[src/rtl/dhms_pkg.sv]
// Shared state codes, field limits and compare-based wrap helpers for the time-set controller.
package dhms_pkg;

    typedef logic [2:0] state_t;

    localparam state_t ST_RUN     = 3'd0;
    localparam state_t ST_SET_DAY = 3'd1;
    localparam state_t ST_SET_HR  = 3'd2;
    localparam state_t ST_SET_MIN = 3'd3;
    localparam state_t ST_SET_SEC = 3'd4;
    localparam state_t ST_AL_HR   = 3'd5;
    localparam state_t ST_AL_MIN  = 3'd6;

    localparam logic [5:0] HR_MAX  = 6'd23;
    localparam logic [5:0] MIN_MAX = 6'd59;
    localparam logic [5:0] SEC_MAX = 6'd59;
    localparam logic [5:0] DAY_MIN = 6'd1;

    // Out-of-range values snap to lo on the first step in either direction.
    function automatic logic [5:0] wrap_inc(input logic [5:0] v,
                                            input logic [5:0] lo,
                                            input logic [5:0] hi);
        if (v < lo || v >= hi)
            return lo;
        return v + 6'd1;
    endfunction

    function automatic logic [5:0] wrap_dec(input logic [5:0] v,
                                            input logic [5:0] lo,
                                            input logic [5:0] hi);
        if (v < lo || v > hi)
            return lo;
        if (v == lo)
            return hi;
        return v - 6'd1;
    endfunction

endpackage

[src/rtl/dhms_time_ctrl_btn_edge.sv]
// Button press detector: one-cycle pulse in the cycle a level button first reads high.
// Latency: press is combinational from btn against the registered previous level.
// No backpressure: a held button yields exactly one pulse.
module btn_edge (
    input  logic clk,
    input  logic rst,
    input  logic btn,
    output logic press
);

    logic prev;

    always_ff @(posedge clk or negedge rst) begin
        if (!rst)
            prev <= 1'b0;
        else
            prev <= btn;
    end

    assign press = btn & ~prev;

endmodule

[src/rtl/dhms_time_ctrl.sv]
// Time-set / alarm controller: stops the day/hr/min/sec counter while shadows are edited, then loads them.
// Latency: a press acts on the clock edge it is sampled; cnt_en, ld and alarm are registered (next cycle).
// No backpressure: each press performs one action; a press while alarm is active only silences it.
module dhms_time_ctrl
    import dhms_pkg::*;
#(
    parameter int DAYS_MAX    = 30,
    parameter int ALARM_SECS  = 10,
    parameter int TIMEOUT_CYC = 1000
) (
    input  logic       clk,
    input  logic       rst,
    input  logic       btn_mode,
    input  logic       btn_up,
    input  logic       btn_dn,
    input  logic [4:0] cur_day,
    input  logic [4:0] cur_hr,
    input  logic [5:0] cur_min,
    input  logic [5:0] cur_sec,
    input  logic       sec_tick,
    output logic       cnt_en,
    output logic       ld,
    output logic [4:0] ld_day,
    output logic [4:0] ld_hr,
    output logic [5:0] ld_min,
    output logic [5:0] ld_sec,
    output logic [2:0] edit_field,
    output logic       alarm
);

    localparam int TO_W = $clog2(TIMEOUT_CYC + 1);
    localparam int AC_W = $clog2(ALARM_SECS + 1);

    logic p_mode, p_up, p_dn;

    btn_edge u_mode (.clk(clk), .rst(rst), .btn(btn_mode), .press(p_mode));
    btn_edge u_up   (.clk(clk), .rst(rst), .btn(btn_up),   .press(p_up));
    btn_edge u_dn   (.clk(clk), .rst(rst), .btn(btn_dn),   .press(p_dn));

    state_t            state, nxt_state;
    logic [4:0]        al_hr;
    logic [5:0]        al_min;
    logic              armed;
    logic [TO_W-1:0]   to_cnt;
    logic [AC_W-1:0]   al_cnt;
    logic              match_q;

    logic any_press, consume, act_mode, act_up, act_dn;
    logic timeout, enter_set, match, al_fire, fld_chg, nxt_is_set;
    logic [5:0] fld_val, fld_lo, fld_hi, fld_new;

    assign any_press = p_mode | p_up | p_dn;
    assign consume   = alarm & any_press;
    assign act_mode  = p_mode & ~consume;
    assign act_up    = p_up & ~p_dn & ~p_mode & ~consume;
    assign act_dn    = p_dn & ~p_up & ~p_mode & ~consume;
    assign fld_chg   = act_up | act_dn;

    assign timeout   = (state != ST_RUN) && !any_press &&
                       (to_cnt == TO_W'(TIMEOUT_CYC - 1));
    assign enter_set = (state == ST_RUN) && act_mode;

    assign match   = armed && ({cur_hr, cur_min, cur_sec} == {al_hr, al_min, 6'd0});
    assign al_fire = match && !match_q && cnt_en;

    // One shared inc/dec path serves whichever field the current state edits.
    always_comb begin
        fld_val = 6'd0;
        fld_lo  = 6'd0;
        fld_hi  = 6'd0;
        case (state)
            ST_SET_DAY: begin fld_val = {1'b0, ld_day}; fld_lo = DAY_MIN; fld_hi = 6'(DAYS_MAX); end
            ST_SET_HR:  begin fld_val = {1'b0, ld_hr};  fld_hi = HR_MAX;  end
            ST_SET_MIN: begin fld_val = ld_min;         fld_hi = MIN_MAX; end
            ST_SET_SEC: begin fld_val = ld_sec;         fld_hi = SEC_MAX; end
            ST_AL_HR:   begin fld_val = {1'b0, al_hr};  fld_hi = HR_MAX;  end
            ST_AL_MIN:  begin fld_val = al_min;         fld_hi = MIN_MAX; end
            default:    begin fld_val = 6'd0; end
        endcase
        fld_new = act_up ? wrap_inc(fld_val, fld_lo, fld_hi)
                         : wrap_dec(fld_val, fld_lo, fld_hi);
    end

    always_comb begin
        nxt_state = state;
        if (timeout) begin
            nxt_state = ST_RUN;
        end else if (act_mode) begin
            case (state)
                ST_RUN:     nxt_state = ST_SET_DAY;
                ST_SET_DAY: nxt_state = ST_SET_HR;
                ST_SET_HR:  nxt_state = ST_SET_MIN;
                ST_SET_MIN: nxt_state = ST_SET_SEC;
                ST_SET_SEC: nxt_state = ST_AL_HR;
                ST_AL_HR:   nxt_state = ST_AL_MIN;
                default:    nxt_state = ST_RUN;
            endcase
        end
        nxt_is_set = (nxt_state >= ST_SET_DAY) && (nxt_state <= ST_SET_SEC);
    end

    always_ff @(posedge clk or negedge rst) begin
        if (!rst) begin
            state  <= ST_RUN;
            cnt_en <= 1'b1;
            ld     <= 1'b0;
            ld_day <= 5'd1;
            ld_hr  <= 5'd0;
            ld_min <= 6'd0;
            ld_sec <= 6'd0;
            al_hr  <= 5'd0;
            al_min <= 6'd0;
            armed  <= 1'b0;
            to_cnt <= '0;
        end else begin
            state  <= nxt_state;
            cnt_en <= !nxt_is_set;
            ld     <= (state == ST_SET_SEC) && act_mode;

            if (enter_set) begin
                ld_day <= cur_day;
                ld_hr  <= cur_hr;
                ld_min <= cur_min;
                ld_sec <= cur_sec;
            end else if (fld_chg) begin
                case (state)
                    ST_SET_DAY: ld_day <= fld_new[4:0];
                    ST_SET_HR:  ld_hr  <= fld_new[4:0];
                    ST_SET_MIN: ld_min <= fld_new;
                    ST_SET_SEC: ld_sec <= fld_new;
                    ST_AL_HR:   al_hr  <= fld_new[4:0];
                    ST_AL_MIN:  al_min <= fld_new;
                    default:    ;
                endcase
            end

            if ((state == ST_AL_MIN) && act_mode)
                armed <= 1'b1;

            if ((state == ST_RUN) || any_press || timeout)
                to_cnt <= '0;
            else
                to_cnt <= to_cnt + TO_W'(1);
        end
    end

    // Alarm duration is measured in sec_tick pulses seen after the alarm rises.
    always_ff @(posedge clk or negedge rst) begin
        if (!rst) begin
            alarm   <= 1'b0;
            al_cnt  <= '0;
            match_q <= 1'b0;
        end else begin
            match_q <= match;
            if (enter_set) begin
                alarm <= 1'b0;
            end else if (al_fire) begin
                alarm  <= 1'b1;
                al_cnt <= '0;
            end else if (alarm) begin
                if (any_press) begin
                    alarm <= 1'b0;
                end else if (sec_tick) begin
                    if (al_cnt == AC_W'(ALARM_SECS - 1))
                        alarm <= 1'b0;
                    al_cnt <= al_cnt + AC_W'(1);
                end
            end
        end
    end

    assign edit_field = state;

endmodule

[config.mk]
export PLATFORM = sky130hd
export DESIGN_NAME = dhms_time_ctrl
export DESIGN_NICKNAME = d
export VERILOG_FILES = /design/src/rtl/dhms_pkg.sv /design/src/rtl/dhms_time_ctrl_btn_edge.sv /design/src/rtl/dhms_time_ctrl.sv
export SDC_FILE = /design/constraint.sdc
export NUM_CORES = 1
export LEC_CHECK = 0
export ABC_AREA = 1
export BUFFER_PORTS_ARGS = -buffer_cell sky130_fd_sc_hd__buf_4
export CORE_AREA = 2 2 118 120
export DETAILED_ROUTE_END_ITERATION = 7
export DIE_AREA = 0 0 120 122
export PLACE_DENSITY = 0.44
export SYNTH_ARGS = -nofsm -noshare
export SYNTH_HDL_FRONTEND = slang
export SYNTH_SLANG_ARGS = --single-unit
[constraint.sdc]
create_clock -name clk -period 2.8 [get_ports clk]
set_input_delay 0.14 -clock clk [delete_from_list [all_inputs] [get_ports clk]]
set_output_delay 0.14 -clock clk [all_outputs]
set_load 0.02 [all_outputs]
* Word level (Yosys, flattened, before mapping)
Cells that the tools add are included. Widths: inputs -> output; s select.
Word-level totals: register bits after elaboration 58, word-level logic and storage cells 133
Operators by class: bitwise gates (word level) 22, reductions and logical operators 34, order comparisons 5, add/subtract/negate cells 4, equal/unequal tests 11, mux-type cells 40
Operator list (number):
- $mux 6 | 13
- $pmux 6 s6 | 1
- $mux 5 | 6
- $pmux 3 s6 | 1
- $pmux 6 s3 | 1
- $eq 17x17->1 | 1
- $mux 4 | 4
- $reduce_bool 2->1 | 7
- $and 1x1->1 | 11
- $mux 1 | 11
- $add 10x1->10 const B | 1
- $eq 10x10->1 const B | 1
- $mux 10 | 1
- $eq 3x3->1 const B | 3
- $logic_and 1x1->1 | 9
- $not 1->1 | 8
- $reduce_and 2->1 | 4
- $add 6x1->6 const B | 1
- $eq 3x2->1 const B | 2
- $eq 6x6->1 | 1
- $ge 6x6->1 | 1
- $gt 6x6->1 | 1
- $lt 6x6->1 | 1
- $mux 3 | 2
- 16 further kinds | 24

* Depth between registers and ports, before layout
word-level depth 13, depth in mapped cells 23, depth with buffers taken out 22

* By module
From an unflattened synthesis, not the netlist that was laid out.
Unflattened totals: cells, all modules 555, area, all modules 3926.3 sq um
Modules (own cells, without submodules):
- dhms_time_ctrl | instances 1, cells each 546, area each 3821.2 sq um
- btn_edge | instances 3, cells each 3, area each 35.0 sq um

* Worst setup path after synthesis
No wires, ideal clock.
path kind register -> register, start register state[2] (netlist: edit_field[2]), end register ld_sec[3], arrival 2.605 ns, path slack 0.128 ns, clock period less this slack 2.672 ns, path buffers 2, setup time 0.067 ns, cell stages (with the launch flop) 21, cells stage by stage dfrtp_1 > buf_6 > buf_6 > nor2_4 > a21oi_1 > nand3_1 > inv_1 > nand2_1 > inv_1 > ha_1 > nand2_1 > inv_1 > nand3_1 > inv_1 > o21ai_0 > nand3_1 > nor2_1 > nand3_2 > o21ai_2 > nand3_1 > nand2_1
Between the ends: cells in the longest elaborated chain, start to end 11, elaborated cells between the ends (all ways) 36, classes of those cells 2 x add/sub; 3 x order compare; 7 x eq/ne; 15 x mux; 9 x reduce/logical
Ends and longest elaborated chain:
- start, declared | line dhms_time_ctrl.sv:40 | state_t state, nxt_state;
- start signal, assigned | line dhms_time_ctrl.sv:116 | state <= nxt_state;
- $eq 3x3->1 (tied with other cells) | line dhms_time_ctrl.sv:71, dhms_time_ctrl.sv:126
- $reduce_or 3->1 (no line) (tied with other cells)
- $pmux 6 s3 / $eq 6x6->1 (equally long branches) | line dhms_time_ctrl.sv:71, dhms_pkg.sv:33
- $gt 6x6->1 (tied with other cells) | line dhms_pkg.sv:31 | if (v < lo || v > hi)
- $logic_or 1x1->1 (tied with other cells) | line dhms_pkg.sv:31
- $mux 1 (tied with other cells) | line dhms_pkg.sv:31
- $mux 6 (on tied branches) | line dhms_pkg.sv:33, dhms_pkg.sv:25
- $mux 6 | line dhms_time_ctrl.sv:80 | fld_new = act_up ? wrap_inc(fld_val, fld_lo, fld_hi)
- $mux 6 | line dhms_time_ctrl.sv:126 | case (state)
- $mux 6 | line dhms_time_ctrl.sv:125 | end else if (fld_chg) begin
- $mux 6 | line dhms_time_ctrl.sv:120 | if (enter_set) begin
- end signal, assigned | line dhms_time_ctrl.sv:124 | ld_sec <= cur_sec;
- end signal, assigned | line dhms_time_ctrl.sv:130 | ST_SET_SEC: ld_sec <= fld_new;
- end, declared | line dhms_time_ctrl.sv:26 | output logic [5:0] ld_sec,
Parallel ways exist; a longest one is shown, timed or not. The select of a mux whose other input is x is not followed. A chain may end at the register's enable or synchronous reset.

* Worst setup path after layout
start register state[0] (netlist: edit_field[0]), end register ld_hr[0]
Between the ends: cells in the longest elaborated chain, start to end 11, elaborated cells between the ends (all ways) 38, classes of those cells 2 x add/sub; 3 x order compare; 7 x eq/ne; 17 x mux; 9 x reduce/logical
Ends and longest elaborated chain:
- $eq 3x3->1 (tied with other cells) | line dhms_time_ctrl.sv:71 | case (state)
- $reduce_or 3->1 (no line) (tied with other cells)
- $pmux 6 s3 / $eq 6x6->1 (equally long branches) | line dhms_time_ctrl.sv:71, dhms_pkg.sv:33
- $gt 6x6->1 (tied with other cells) | line dhms_pkg.sv:31
- $logic_or 1x1->1 (tied with other cells) | line dhms_pkg.sv:31
- $mux 1 (tied with other cells) | line dhms_pkg.sv:31
- $mux 6 (on tied branches) | line dhms_pkg.sv:33, dhms_pkg.sv:25
- $mux 6 | line dhms_time_ctrl.sv:80
- $mux 5 | line dhms_time_ctrl.sv:126
- $mux 5 | line dhms_time_ctrl.sv:125
- $mux 5 | line dhms_time_ctrl.sv:120
- end signal, assigned | line dhms_time_ctrl.sv:122 | ld_hr <= cur_hr;
- end signal, assigned | line dhms_time_ctrl.sv:128 | ST_SET_HR: ld_hr <= fld_new[4:0];
- end, declared | line dhms_time_ctrl.sv:24 | output logic [4:0] ld_hr,
Parallel ways exist; a longest one is shown, timed or not. The select of a mux whose other input is x is not followed.

==> run metrics <==
outcome finished clean; Required @ worst endpoint around 3.0 ns; Slew @ Worst Pin between 0.7 and 0.8 ns; RSZ-0062 raised after global routing true; critical path class register to register; via count between 3,000 and 4,000; starting density of the core 0.292; hold path cells 3; post-synthesis instance total 504; top cell type's share of synthesized area 0.355; total negative setup slack 0 ns; Layout area overhead 38.8%; Post-Synth Adder-Cell Area 0.0380; maximum clock frequency approximately 370 MHz; largest net degree at the start of global routing 59; Yosys reg bits 58; vias in the first global route between 3,000 and 4,000; ANT cells 0; Final Wtd Congestion approximately 0.86; buffer levels on the longest clock path 2; Final setup viols 0; XOR/XNOR share of the synthesized area 0.0288; DRT iter0 DRCs around 180; Place WS -0.182 ns; worst-skew pair later-pin latency between 0.3 and 0.4 ns; MaxCap Viol Count 0; Synth top cells by count nand2_1, dfrtp_1, inv_1, nor2_1, nand3_1; TritonRoute pass-1 iters 5; share of flip-flops with an asynchronous set or reset 1.00; die area 14,600 um2; EDFF count, synth 0; final antenna-violating net count 0; core area roughly 14,000 um2; Synth Area in Compound Gates 0.101; Pleak 2.68 nW; syn avg cell area 7.83 um2; most common cell in the netlist nand2_1; PD cells between 1500 and 2000 nW/um2; area leader, netlist dfrtp_1; initial antenna violation count 0; syn_nets between 500 and 600; final setup margin 0.0962 ns; Vias/cell 4.82; CTS H-Tree Depth 3; root buf cell clkbuf_16; mux cell area share after synthesis 0; first-pass GRT wire length between 20,000 and 25,000 um; total power about 8.4 mW; CTS Buf Count 9; crit path launch type register; # IOs 56; nets between 600 and 700; Hold Path Class input port to register; R2R cell count 24; height of the die roughly 120 um; Slew Limit Fails 0; largest family of logic cells by synthesized area simple AND/OR/NAND/NOR gates; std cell rows between 40 and 50; CTS tree yes; share of cells above drive strength 1 0.341; Clock Sinks 58; GRT overflow 0; cells taking the most area after synthesis dfrtp_1, nand2_1, nand3_1; distinct cell type count after synthesis 40; ys flop type dfrtp_1; worst path arrival time a little under 3 ns; clock skew between 0.006 and 0.007 ns; Final period util 0.966; # DRC 0; Mapped Area between 3000 and 4000 um2; Syn. warnings 0; Post-Synth Simple-Gate Area 0.378; WHS ~0.029 ns; Post-DP HPWL about 9800 um; Crit. End Element register; final WL between 10,000 and 15,000 um; die width approximately 120 um; Wirelength per Cell between 15 and 20 um; maximum vdd drop 0.510 mV; Reg clk slew, reported paths around 0.050 ns; register area share after synthesis 0.368; final hold violation count 0; IO Port Bufs 55; min Tclk post-route 2.70 ns; Max FO, Critical Path 5; Slew headroom 0.481; Total GRT Usage 0.183
[cell type report]
class / count / area [um2]
clock buffer: 11 / 233
clock inverter: 5 / 103
fill: 1413 / 8030
inverter: 64 / 263
multi-input combinational: 372 / 2370
sequential: 58 / 1450
tap: 180 / 225
timing repair buffer: 103 / 832
[cells in the final DEF, fill, tap and decap left out, drive strengths merged, types with 13 or more instances in the layout]
cell type	Yosys	layout
a21oi	13	13
inv	63	63
nand2	127	127
buf	6	99
nand4	23	23
nand3	53	53
dfrtp	56	56
nor2	64	64
a22oi	22	22
o21ai	23	23
[routing by layer]
layer,GRT usage,routed length (um),vias to the layer above
met5,0,0,-
met4,0.0676,282,0
met2,0.293,6230,66
met1,0.245,5810,1847
met3,0.0360,425,20
li1,-,-,1887
[through the flow]
stage	instances	utilization	area, um2
2_1_floorplan	504	-	3950
3_3_place_gp	760	0.353	4770
3_5_place_dp	760	0.353	4770
4_1_cts	785	0.389	5260
5_1_grt	793	0.406	5480
6_report	793	0.406	5480
[state kept, by name, indices dropped and copies added (netlist names), 4 cells and up]
name,cells
al_hr,5
ld_min,6
ld_hr,5
al_min,6
al_cnt,4
ld_sec,6
ld_day,5
to_cnt,10
[kinds of logic (layout without fill, tap and decap cells)]
| group | after synthesis | after routing |
|---|---|---|
| fa+ha+maj | 12 | 12 |
| buf+inv | 74 | 183 |
| flops | 58 | 58 |
| compound gates | 62 | 62 |
| xor+xnor | 13 | 13 |
| simple gates | 285 | 285 |
[worst paths after layout]
check / endpoint / slack (ns) / from
worst min-delay path: ld_day[2]$_DFFE_PN0P_ / 0.03 / cur_day[2]
worst max register to register: ld_hr[0]$_DFFE_PN0P_ / 0.1 / edit_field[0]$_DFF_PN0_
worst min register to register: to_cnt[8]$_DFF_PN0_ / 0.50 / to_cnt[8]$_DFF_PN0_
worst max-delay path: ld_hr[0]$_DFFE_PN0P_ / 0.1 / edit_field[0]$_DFF_PN0_
max in group asynchronous: ld_day[4]$_DFFE_PN0P_ / 1.86 / rst
min in group asynchronous: u_up.prev$_DFF_PN0_ / 0.43 / rst
[critical path, stage by stage (launching register included)]
cell and delay [ns]:
dfrtp_1 0.40, buf_12 0.15, inv_8 0.06, nand2_2 0.06, nor2_4 0.15, inv_2 0.06
nand3_2 0.08, inv_1 0.05, nand2_2 0.06, inv_2 0.05, ha_4 0.26, nand2_1 0.04
inv_1 0.09, nand3_2 0.07, inv_2 0.07, o21ai_2 0.06, nand3_2 0.11, nand2_2 0.09
buf_4 0.14, nand2_1 0.07, inv_1 0.04, nand2_1 0.10, nand3_4 0.12, nand4_1 0.12
nand2_1 0.06
[power by group]
| group | total, mW | switching, mW | internal (mW) |
|---|---|---|---|
| Clock | 1.27 | 0.407 | 0.867 |
| Sequential | 1.43 | 0.301 | 1.13 |
| Combinational | 5.68 | 3.40 | 2.29 |
[what timing repair did]
action	CTS	global route
pin swaps	10	13
hold buffers	4	0
gates resized for setup	17	41
hold endpoints to repair	59	0
endpoints found under the setup margin	33	33
buffers inserted	5	8
(Power assumes the default switching activity.)
